**src/rtl/cbx_param_shadow_if.sv**
```systemverilog
// cbx_param_shadow_if: channel, config-chain and grid-pin signals of one connection block
interface cbx_param_shadow_if #(
  parameter int CHAN_WIDTH = 16,
  parameter int NUM_IPIN = 8
);
  logic [CHAN_WIDTH-1:0] chanx_left_in;
  logic [CHAN_WIDTH-1:0] chanx_right_in;
  logic [CHAN_WIDTH-1:0] chanx_left_out;
  logic [CHAN_WIDTH-1:0] chanx_right_out;
  logic ccff_head;
  logic ccff_en;
  logic cfg_commit;
  logic ccff_tail;
  logic cfg_full;
  logic cfg_active;
  logic [NUM_IPIN-1:0] ipin_out;
  modport master (
    output chanx_left_in, chanx_right_in, ccff_head, ccff_en, cfg_commit,
    input chanx_left_out, chanx_right_out, ccff_tail, cfg_full, cfg_active, ipin_out
  );
  modport slave (
    input chanx_left_in, chanx_right_in, ccff_head, ccff_en, cfg_commit,
    output chanx_left_out, chanx_right_out, ccff_tail, cfg_full, cfg_active, ipin_out
  );
endinterface

```
**src/rtl/cbx_param_shadow.sv**
```systemverilog
// cbx_param_shadow: X connection block with shadowed ccff config chain driving ipin muxes
module cbx_param_shadow #(
  parameter int CHAN_WIDTH = 16,
  parameter int NUM_IPIN = 8,
  parameter int MUX_SIZE = 10,
  parameter int SEL_BITS = $clog2(MUX_SIZE),
  parameter int TRACK_STRIDE = 2,
  parameter int OUT_REG = 1,
  parameter int CFG_BITS = NUM_IPIN * SEL_BITS
) (
  input logic prog_clk,
  input logic prog_reset,
  cbx_param_shadow_if.slave bus
);
  localparam int CW = $clog2(CFG_BITS + 1);
  localparam logic [CW-1:0] FULL = CW'(CFG_BITS);
  localparam int MW = 1 << SEL_BITS;
  logic [CFG_BITS-1:0] chain;
  logic [CFG_BITS-1:0] shadow;
  logic [CW-1:0] bit_cnt;
  logic cfg_active;
  logic [MW-1:0] mux_in [NUM_IPIN];
  logic [NUM_IPIN-1:0] ipin_nxt;
  assign bus.chanx_left_out = bus.chanx_right_in;
  assign bus.chanx_right_out = bus.chanx_left_in;
  assign bus.ccff_tail = chain[CFG_BITS-1];
  assign bus.cfg_full = bit_cnt == FULL;
  assign bus.cfg_active = cfg_active;
  // Mux inputs padded to a power of two; out-of-range selects hit constant 0 so every code decodes
  for (genvar k = 0; k < NUM_IPIN; k++) begin : g_pin
    for (genvar j = 0; j < MW; j++) begin : g_in
      localparam int T = (k + (j / 2) * TRACK_STRIDE) % CHAN_WIDTH;
      if (j >= MUX_SIZE) begin : g_park
        assign mux_in[k][j] = 1'b0;
      end else if (j % 2 == 0) begin : g_left
        assign mux_in[k][j] = bus.chanx_left_in[T];
      end else begin : g_right
        assign mux_in[k][j] = bus.chanx_right_in[T];
      end
    end
  end
  // Config chain shift, shadow commit and saturating shift counter; commit copies the pre-shift chain
  always_ff @(posedge prog_clk) begin
    if (prog_reset) begin
      chain <= '0;
      shadow <= '0;
      bit_cnt <= '0;
      cfg_active <= 1'b0;
    end else begin
      if (bus.ccff_en) chain <= CFG_BITS'({chain, bus.ccff_head});
      if (bus.cfg_commit) begin
        shadow <= chain;
        cfg_active <= 1'b1;
      end
      bit_cnt <= bus.cfg_commit ? CW'(bus.ccff_en) :
                 (bus.ccff_en && bit_cnt != FULL) ? bit_cnt + CW'(1) : bit_cnt;
    end
  end
  // Select each pin's track from the active (shadow) field only
  always_comb begin
    ipin_nxt = '0;
    for (int k = 0; k < NUM_IPIN; k++)
      ipin_nxt[k] = cfg_active & mux_in[k][shadow[k*SEL_BITS +: SEL_BITS]];
  end
  if (OUT_REG != 0) begin : g_reg
    logic [NUM_IPIN-1:0] ipin_q;
    // Registered pin drive, one cycle behind inputs and shadow
    always_ff @(posedge prog_clk) ipin_q <= prog_reset ? '0 : ipin_nxt;
    assign bus.ipin_out = ipin_q;
  end else begin : g_comb
    assign bus.ipin_out = ipin_nxt;
  end
endmodule
```
**src/flat_wrapper.sv**
```systemverilog
// flat-port wrapper written by rule: the top's interface ports become plain ports
module cbx_param_shadow_flat 
#(
  parameter int CHAN_WIDTH = 16,
  parameter int NUM_IPIN = 8,
  parameter int MUX_SIZE = 10,
  parameter int SEL_BITS = $clog2(MUX_SIZE),
  parameter int TRACK_STRIDE = 2,
  parameter int OUT_REG = 1,
  parameter int CFG_BITS = NUM_IPIN * SEL_BITS
)
  (prog_clk, prog_reset, bus_chanx_left_in, bus_chanx_right_in, bus_ccff_head, bus_ccff_en, bus_cfg_commit, bus_chanx_left_out, bus_chanx_right_out, bus_ccff_tail, bus_cfg_full, bus_cfg_active, bus_ipin_out);
  cbx_param_shadow_if #(.CHAN_WIDTH(CHAN_WIDTH), .NUM_IPIN(NUM_IPIN)) bus_i ();
  input logic prog_clk;
  input logic prog_reset;
  input wire logic [$bits(bus_i.chanx_left_in)-1:0] bus_chanx_left_in;
  input wire logic [$bits(bus_i.chanx_right_in)-1:0] bus_chanx_right_in;
  input wire logic [$bits(bus_i.ccff_head)-1:0] bus_ccff_head;
  input wire logic [$bits(bus_i.ccff_en)-1:0] bus_ccff_en;
  input wire logic [$bits(bus_i.cfg_commit)-1:0] bus_cfg_commit;
  output wire logic [$bits(bus_i.chanx_left_out)-1:0] bus_chanx_left_out;
  output wire logic [$bits(bus_i.chanx_right_out)-1:0] bus_chanx_right_out;
  output wire logic [$bits(bus_i.ccff_tail)-1:0] bus_ccff_tail;
  output wire logic [$bits(bus_i.cfg_full)-1:0] bus_cfg_full;
  output wire logic [$bits(bus_i.cfg_active)-1:0] bus_cfg_active;
  output wire logic [$bits(bus_i.ipin_out)-1:0] bus_ipin_out;
  assign bus_i.chanx_left_in = bus_chanx_left_in;
  assign bus_i.chanx_right_in = bus_chanx_right_in;
  assign bus_i.ccff_head = bus_ccff_head;
  assign bus_i.ccff_en = bus_ccff_en;
  assign bus_i.cfg_commit = bus_cfg_commit;
  assign bus_chanx_left_out = bus_i.chanx_left_out;
  assign bus_chanx_right_out = bus_i.chanx_right_out;
  assign bus_ccff_tail = bus_i.ccff_tail;
  assign bus_cfg_full = bus_i.cfg_full;
  assign bus_cfg_active = bus_i.cfg_active;
  assign bus_ipin_out = bus_i.ipin_out;
  cbx_param_shadow #(.CHAN_WIDTH(CHAN_WIDTH), .NUM_IPIN(NUM_IPIN), .MUX_SIZE(MUX_SIZE), .SEL_BITS(SEL_BITS), .TRACK_STRIDE(TRACK_STRIDE), .OUT_REG(OUT_REG), .CFG_BITS(CFG_BITS)) u_core (.prog_clk(prog_clk), .prog_reset(prog_reset), .bus(bus_i));
endmodule
```
**config.mk**
```make
export PLATFORM = sky130hd
export DESIGN_NAME = cbx_param_shadow_flat
export DESIGN_NICKNAME = d
export VERILOG_FILES = /design/src/rtl/cbx_param_shadow_if.sv /design/src/rtl/cbx_param_shadow.sv /design/src/flat_wrapper.sv
export SDC_FILE = /design/constraint.sdc
export NUM_CORES = 1
export LEC_CHECK = 0
export CORE_MARGIN = 4
export CORE_UTILIZATION = 55
export CTS_CLUSTER_SIZE = 28
export DETAILED_ROUTE_END_ITERATION = 6
export GPL_ROUTABILITY_DRIVEN = 1
export GPL_TIMING_DRIVEN = 0
export PLACE_DENSITY = 0.95
export SYNTH_ARGS = -nofsm -noshare
export SYNTH_HDL_FRONTEND = slang
export SYNTH_SLANG_ARGS = --single-unit
export TNS_END_PERCENT = 50
```
**constraint.sdc**
```tcl
create_clock -name prog_clk -period 2.58 [get_ports prog_clk]
set_input_delay 0.516 -clock prog_clk [delete_from_list [all_inputs] [get_ports prog_clk]]
set_output_delay 0.516 -clock prog_clk [all_outputs]
set_load 0.02 [all_outputs]
```
## Word level (Yosys, flattened, before mapping)

Index checks and enable logic that the tools add are counted.

- Flip-flop bits (word level): 79
- Input bits: 37
- Output and inout port bits: 43
- Word-level logic and storage cells: 46

- Add/sub/neg operators: 1
- $lt $le $gt $ge: 8
- Eq/ne operators: 2
- Multiplexer cells: 18
- Bitwise logic cells: 8
- Reductions and logical operators: 3

Operators with widths:

| cell | count |
|---|---|
| 4-bit by 5-bit less-than comparator with 1-bit output, second input constant | 8 |
| 1-bit binary-select mux with 4-bit select | 8 |
| 1-bit 2-to-1 mux | 10 |
| 1-bit AND | 8 |
| 6-bit by 1-bit adder with 6-bit output, second input constant | 1 |
| 6-bit == test, second input constant | 1 |
| 6-bit != test, second input constant | 1 |
| 2-bit nonzero test | 1 |
| 2-bit OR reduction | 1 |
| 1-bit logical AND | 1 |

## Longest topological paths before layout

- Depth after elaboration: 4
- Depth in mapped cells: 7
- Depth with buffers taken out: 6

## Least setup slack after synthesis

OpenSTA, ideal clock, no wires.

- Path type: input port to flip-flop
- From: input port prog_reset
- To: register u_core.g_reg.ipin_q[5], in the netlist u_core.bus.ipin_out[5]
- Setup time: 0.087 ns
- Arrival: 1.436 ns
- Data required time: 2.493 ns
- Setup slack: 1.057 ns
- Stages on the path: 7
- Buffers on the path: 3
- Cell sequence: buf_2 > nand2b_1 > buf_2 > buf_2 > nor4_1 > nand2_1 > o31ai_1

RTL lines:

| item | RTL line | source |
|---|---|---|
| start, declared | flat_wrapper.sv:15 | `input logic prog_reset;` |
| end signal, assigned | cbx_param_shadow.sv:68 | `always_ff @(posedge prog_clk) ipin_q <= prog_reset ? '0 : ipin_nxt;` |
| end, declared | cbx_param_shadow.sv:66 | `logic [NUM_IPIN-1:0] ipin_q;` |

## Worst setup path after layout

- From: input port bus_chanx_right_in[6]
- To: output port bus_chanx_left_out[6]

RTL lines:

| item | RTL line | source |
|---|---|---|
| start, declared | flat_wrapper.sv:17 | `input wire logic [$bits(bus_i.chanx_right_in)-1:0] bus_chanx_right_in;` |
| end, declared | flat_wrapper.sv:21 | `output wire logic [$bits(bus_i.chanx_left_out)-1:0] bus_chanx_left_out;` |

No word-level cell between the ends.

==> impl_results.rst <==
.. list-table::
   :header-rows: 1

   * - Metric
     - Value
   * - Clock sink count
     - 79
   * - Post-place instance area
     - 4620 um^2
   * - Crit path DAT
     - 1.84 ns
   * - Dpl ws
     - 0.229 ns
   * - Horizontal die dimension
     - 90.7 um
   * - Worst-margin pin slew
     - 0.560 ns
   * - Floorplan Core Area
     - 6490 um^2
   * - Post-synthesis register bit count
     - 79
   * - Number of flops mapped to enable cells by yosys
     - 0
   * - Crit share post-route
     - 0.915
   * - Synth warnings
     - 0
   * - Synth cell count leaders
     - mux2i_1, dfxtp_1, nor2_1, buf_4, buf_2
   * - Final routed wire length divided by cell count
     - 17.3 um
   * - H-tree level count
     - 3
   * - Max Freq
     - 424 MHz
   * - Post-layout min period
     - 2.36 ns
   * - Share of synthesized registers carrying an async set or reset
     - 0
   * - CP Capture Type
     - output port
   * - Non-Filler Cell Area, Final
     - 4830 um^2
   * - Die outline height
     - 90.7 um
   * - Post-DR vias/cell
     - 5.62
   * - Largest stage delay on the critical path
     - 0.59 ns
   * - Starting density of the core
     - 0.580
   * - Buffer count from post-CTS setup fixing
     - 0
   * - Setup Total Neg Slack
     - 0 ns
   * - Via count of the first global-routing pass
     - 3189
   * - # setup viols final
     - 0
   * - Sequential fraction of the synthesis area
     - 0.420
   * - Unrepaired setup endpoints after global routing
     - false
   * - Number of inserted diodes
     - 0
   * - Fin cells
     - 545
   * - Outcome
     - finished clean
   * - TritonCTS clock tree
     - done
   * - Initial antenna violation count
     - 0
   * - Clk Tree Root Cell
     - clkbuf_8
   * - Slowest cell on the critical path
     - clkdlybuf4s50_1
   * - Final worst setup slack
     - 0.220 ns
   * - Number of nets in the layout
     - 503
   * - Register clock-pin slew on the reported worst setup and hold paths
     - 0.07 ns
   * - Number of rows in the core area
     - 29
   * - Normalized max-slew margin
     - 0.626
   * - P&R area growth vs syn
     - 28.4%
   * - Library cell with the largest summed area after synthesis
     - dfxtp_1
   * - Top FF cell, synth
     - dfxtp_1
   * - Proportion of netlist area held by the largest area contributor
     - 0.420
   * - Pin count of the biggest net entering global routing
     - 14
   * - Netlist area before placement
     - 3760 um^2
   * - Tot GR Track Use
     - 0.237
   * - Vias after detailed routing
     - 3064
   * - GP Congestion
     - 0.824
   * - Count of buffers inserted at the top-level ports
     - 76
   * - Series of cell instances along the critical path
     - clkdlybuf4s50_1 -> buf_4 -> clkdlybuf4s50_1
   * - Power density cells
     - 531 nW/um^2
   * - Top area cells in the synthesized netlist
     - dfxtp_1, mux2i_1, nor2_1, buf_4, mux4_2
   * - Kind of critical path
     - in -> out
   * - Number of primary I/O pins
     - 80
   * - Die Area
     - 8230 um^2
   * - Detail Placement HPWL
     - 6720 um
   * - Post-route DRC violation count
     - 0
   * - Clock latency reported for the late side of the worst-skew pair
     - 0.36 ns
   * - Number of nets with antenna violations after routing
     - 0
   * - Req. time, crit path
     - 2.06 ns
   * - Total wire length after detailed routing
     - 9420 um
   * - Worst min path class
     - reg -> reg
   * - Number of buffers between clock root and the deepest sink
     - 2
   * - Synthesized net count
     - 416
   * - TritonCTS buffer count
     - 9
   * - Post-placement cell count
     - 530
   * - Number of detailed-routing iterations run before antenna repair
     - 4
   * - Fraction of final layout cells sized beyond drive strength 1
     - 0.169
   * - Wire length of the first global-routing pass
     - 15800 um
   * - Max-Cap Viols
     - 0
   * - Number of unique standard cell types used by synthesis
     - 28
   * - Leading cell type by number of instances after synthesis
     - mux2i_1
   * - Worst clock skew
     - 0.0116 ns
   * - Hold Fails Final Rpt
     - 0
   * - Peak supply drop
     - 0.500 mV
   * - Congestion Overflow GR
     - 0
   * - Most prevalent standard cell on the critical path
     - clkdlybuf4s50_1
   * - Number of cells produced by synthesis
     - 377
   * - Average size of a mapped cell
     - 9.99 um^2
   * - Crit path launch type
     - input pin
   * - Maximum fanout count along the critical path
     - 5
   * - Leakage
     - 0.00198 uW
   * - 1st-iter DRT viols
     - 196
   * - Max Transition Viols Final
     - 0
metal layers:
layer | up-vias | GRT usage | routed length [um] | part of all wire
li1 | 1467 | - | - | -
met1 | 1493 | 0.280 | 3720 | 0.40
met2 | 79 | 0.421 | 5060 | 0.54
met3 | 25 | 0.0583 | 449 | 0.048
met4 | 0 | 0.0740 | 191 | 0.020
met5 | - | 0 | 0 | 0
where the power goes:
part | internal, uW | switching, uW | leakage [uW]
combinational | 184 | 169 | 0.00123
clock | 537 | 442 | 0.000105
sequential | 1230 | 5.99 | 0.000638
total | 1950 | 617 | 0.00198
layout make-up:
class,count,area [um^2]
fill,403,1660
multi-input combinational,237,1810
tap,77,96.3
buffer,59,365
clock buffer,9,124
sequential,79,1580
timing repair buffer,76,763
inverter,2,7.51
clock inverter,6,86.3
critical path: cells and delay by family:
kind	cells	cell delay (ns)
buffers and inverters	3	1.33
through the flow:
| stage | utilization | total power (uW) | hold WS (ns) |
|---|---|---|---|
| 6_report | 0.744 | 2570 | 0.483 |
| 5_1_grt | 0.744 | 2650 | 0.508 |
| 4_1_cts | 0.744 | 2570 | 0.492 |
| 3_5_place_dp | 0.712 | 1610 | 0.460 |
| 3_3_place_gp | 0.712 | 1600 | 0.459 |
| 2_1_floorplan | - | 1450 | 0.440 |
kinds of logic after synthesis:
family | count (synthesis) | share of synthesized area
DFF | 79 | 0.420
AOI/OAI and AO/OA | 22 | 0.0425
adders and majority gates | 2 | 0.00665
and+or+nand+nor | 113 | 0.140
buffers and inverters | 61 | 0.0990
xor gates and xnor gates | 3 | 0.00698
muxes | 97 | 0.284
final timing paths:
path	startpoint	endpoint	slack, ns	cells past startpoint
setup / recovery	bus_chanx_right_in[6]	bus_chanx_left_out[6]	0.22	3
hold / removal	u_core.shadow[23]	u_core.bus.ipin_out[5]	0.48	1
setup reg to reg	u_core.bit_cnt[0]	u_core.bit_cnt[0]	1.05	6
hold reg to reg	u_core.shadow[23]	u_core.bus.ipin_out[5]	0.48	1
registers in the layout, indices dropped and copies added (netlist names):
| signal | flops |
|---|---|
| u_core.bit_cnt | 6 |
| u_core.bus.cfg_active | 1 |
| u_core.bus.ipin_out | 8 |
| u_core.shadow | 32 |
| u_core.chain | 32 |
what timing repair did:
action	CTS	global route
gates resized for setup	0	1
hold buffers	0	0
endpoints found under the setup margin	0	1
layout by cell type, fill, tap and decap left out, types with 2 or more instances in the layout:
master	netlist	final
nand2_1	10	10
a21oi_1	3	3
buf_4	32	32
inv_1	2	2
ha_1	2	2
mux2i_1	89	89
xor2_1	3	3
nor2_1	67	67
clkbuf_8	0	9
buf_1	2	2
nand3b_1	8	8
o31ai_1	8	8
nand4_1	2	2
nor3_1	5	5
clkbuf_1	6	6
clkdlybuf4s50_1	0	75
o211ai_1	8	8
bufinv_16	0	2
dfxtp_1	79	79
buf_2	19	19
clkinv_2	0	2
mux4_2	8	8
nor4_1	8	8
nand3_1	8	8
(Power assumes the default switching activity.)
==> RTL change: new RTL, same settings <==
`MUX_SIZE` is set to 10 in 2 places; all go to 20.
--- a/src/rtl/cbx_param_shadow.sv
+++ b/src/rtl/cbx_param_shadow.sv
@@ -3,5 +3,5 @@
   parameter int CHAN_WIDTH = 16,
   parameter int NUM_IPIN = 8,
-  parameter int MUX_SIZE = 10,
+  parameter int MUX_SIZE = 20,
   parameter int SEL_BITS = $clog2(MUX_SIZE),
   parameter int TRACK_STRIDE = 2,
--- a/src/flat_wrapper.sv
+++ b/src/flat_wrapper.sv
@@ -4,5 +4,5 @@
   parameter int CHAN_WIDTH = 16,
   parameter int NUM_IPIN = 8,
-  parameter int MUX_SIZE = 10,
+  parameter int MUX_SIZE = 20,
   parameter int SEL_BITS = $clog2(MUX_SIZE),
   parameter int TRACK_STRIDE = 2,
Check against the original RTL: not equivalent (Yosys sat finds a counterexample within 10 cycles, from zero or initial values and one cycle with prog_reset high).
==> RTL change against the unedited design <==
- routed wire length rose by 22%
- synthesized area up 25%
- clock skew shrank 0.0031 ns
- sequential cell count grew 16
- power up 9.1%
- hold slack got worse by 0.070 ns
- setup slack got worse by 0.12 ns
- design area grew 19%
- register-to-register slack lost 0.13 ns
- largest cell class unchanged
- largest power group unchanged
==> RTL change: results (changes against the unedited design) <==
Min-delay src = bus_cfg_commit
Via-per-instance ratio = 5.94 (+5.6%)
Part of the power in registers = 0.529 (+0.048)
GRT met3 Usage = 0.0540 (-0.00435)
First-pass GRT wire length = 18800 µm (+19%)
Post-DP HPWL = 8430 µm (+25%)
Drt total wl = 11500 µm (+22%)
Hold Path Class = primary input to flop
Xor-xnor portion of the synthesized cell area = 0.00558 (-0.00140)
Clk. pwr = 0.920 mW (-6.0%)
Seq/Total Area, Yosys = 0.404 (-0.0165)
Max rail drop VDD = 0.310 mV (-38%)
Leakage power = 2.31 nW (+17%)
Switching part of the total = 0.238 (-0.00215)
WL met1 = 4690 µm (+26%)
Hold EP = u_core.bit_cnt[2]
Mux contribution to synthesized area = 0.321 (+0.0363)
Slew @ Worst Pin = 0.630 ns (+0.0692 ns)
Status = finished, final reports clean
Gp weighted congestion = 0.866 (+5.2%)
Compound-cell area share of the yosys netlist = 0.0550 (+0.0124)
WS Path Type = flop to output pin
Top cells by area, synth = dfxtp_1 40%, mux2i_1 21%, mux4_2 11%
DR iter-0 viols = 228 (+16%)
CP max FO = 4 (-1)
# nets final = 576 (+15%)
Worst flop-to-flop path endpoint = u_core.bit_cnt[1]
All-Layer GR Usage = 0.234 (-0.00370)
Setup slack, reg-to-reg = 0.92 ns (-0.13 ns)
Layout cell share with drive strength beyond 1 = 0.158 (-0.0108)
Netlist cell types = 31 (+11%)
Adder-cell share of the synthesized area = 0.00531 (-0.00134)
Vias in the first global route = 3988 (+25%)
Met1 Usage GRT = 0.275 (-0.00581)
GR Util met2 = 0.387 (-0.0333)
Clk_skew = 0.00848 ns (-0.00311 ns)
Metal2 WL = 5380 µm (+6.3%)
Min-Delay Path Depth = 2 (+1)
Max stage delay on crit path = 0.54 ns (-0.05 ns)
Synth top cells by count = 97 x mux2i_1, 95 x dfxtp_1, 87 x nor2_1, 32 x buf_4, 24 x mux4_2
CTS H-tree lvls = 3 (unchanged)
Placement Cell Area = 0.00560 mm² (+21%)
Number of fill cells = 585 (+45%)
Syn nets = 489 (+18%)
[RTL change: cell type report]
cell class                      instances  share of cell area
Timing Repair Buffer                   76               0.132
Inverter                                6             0.00390
Clock inverter                          2             0.00606
Buffer                                 61              0.0693
Tap cell                              105              0.0227
Clock buffer                           10              0.0238
Multi-Input combinational cell        288               0.413
Sequential cell                        95               0.329
[RTL change: per-stage QoR]
stage	worst slack [ns]	hold WS, ns	instances	utilization	power, mW
6_report	0.0980	0.414	643	0.700	2.80
5_1_grt	0.0234	0.407	643	0.700	2.90
4_1_cts	0.101	0.404	643	0.700	2.81
3_5_place_dp	0.166	0.487	631	0.679	1.91
3_3_place_gp	0.205	0.484	631	0.679	1.90
2_1_floorplan	1.03	0.472	450	-	1.73
[RTL change: logic make-up (layout without fill, tap and decap cells)]
group	Yosys count	after routing
and+or+nand+nor	125	125
muxes	121	121
DFF	95	95
buffers and inverters	67	155
AOI/OAI and AO/OA	37	37
xor gates and xnor gates	3	3
adders and majority gates	2	2
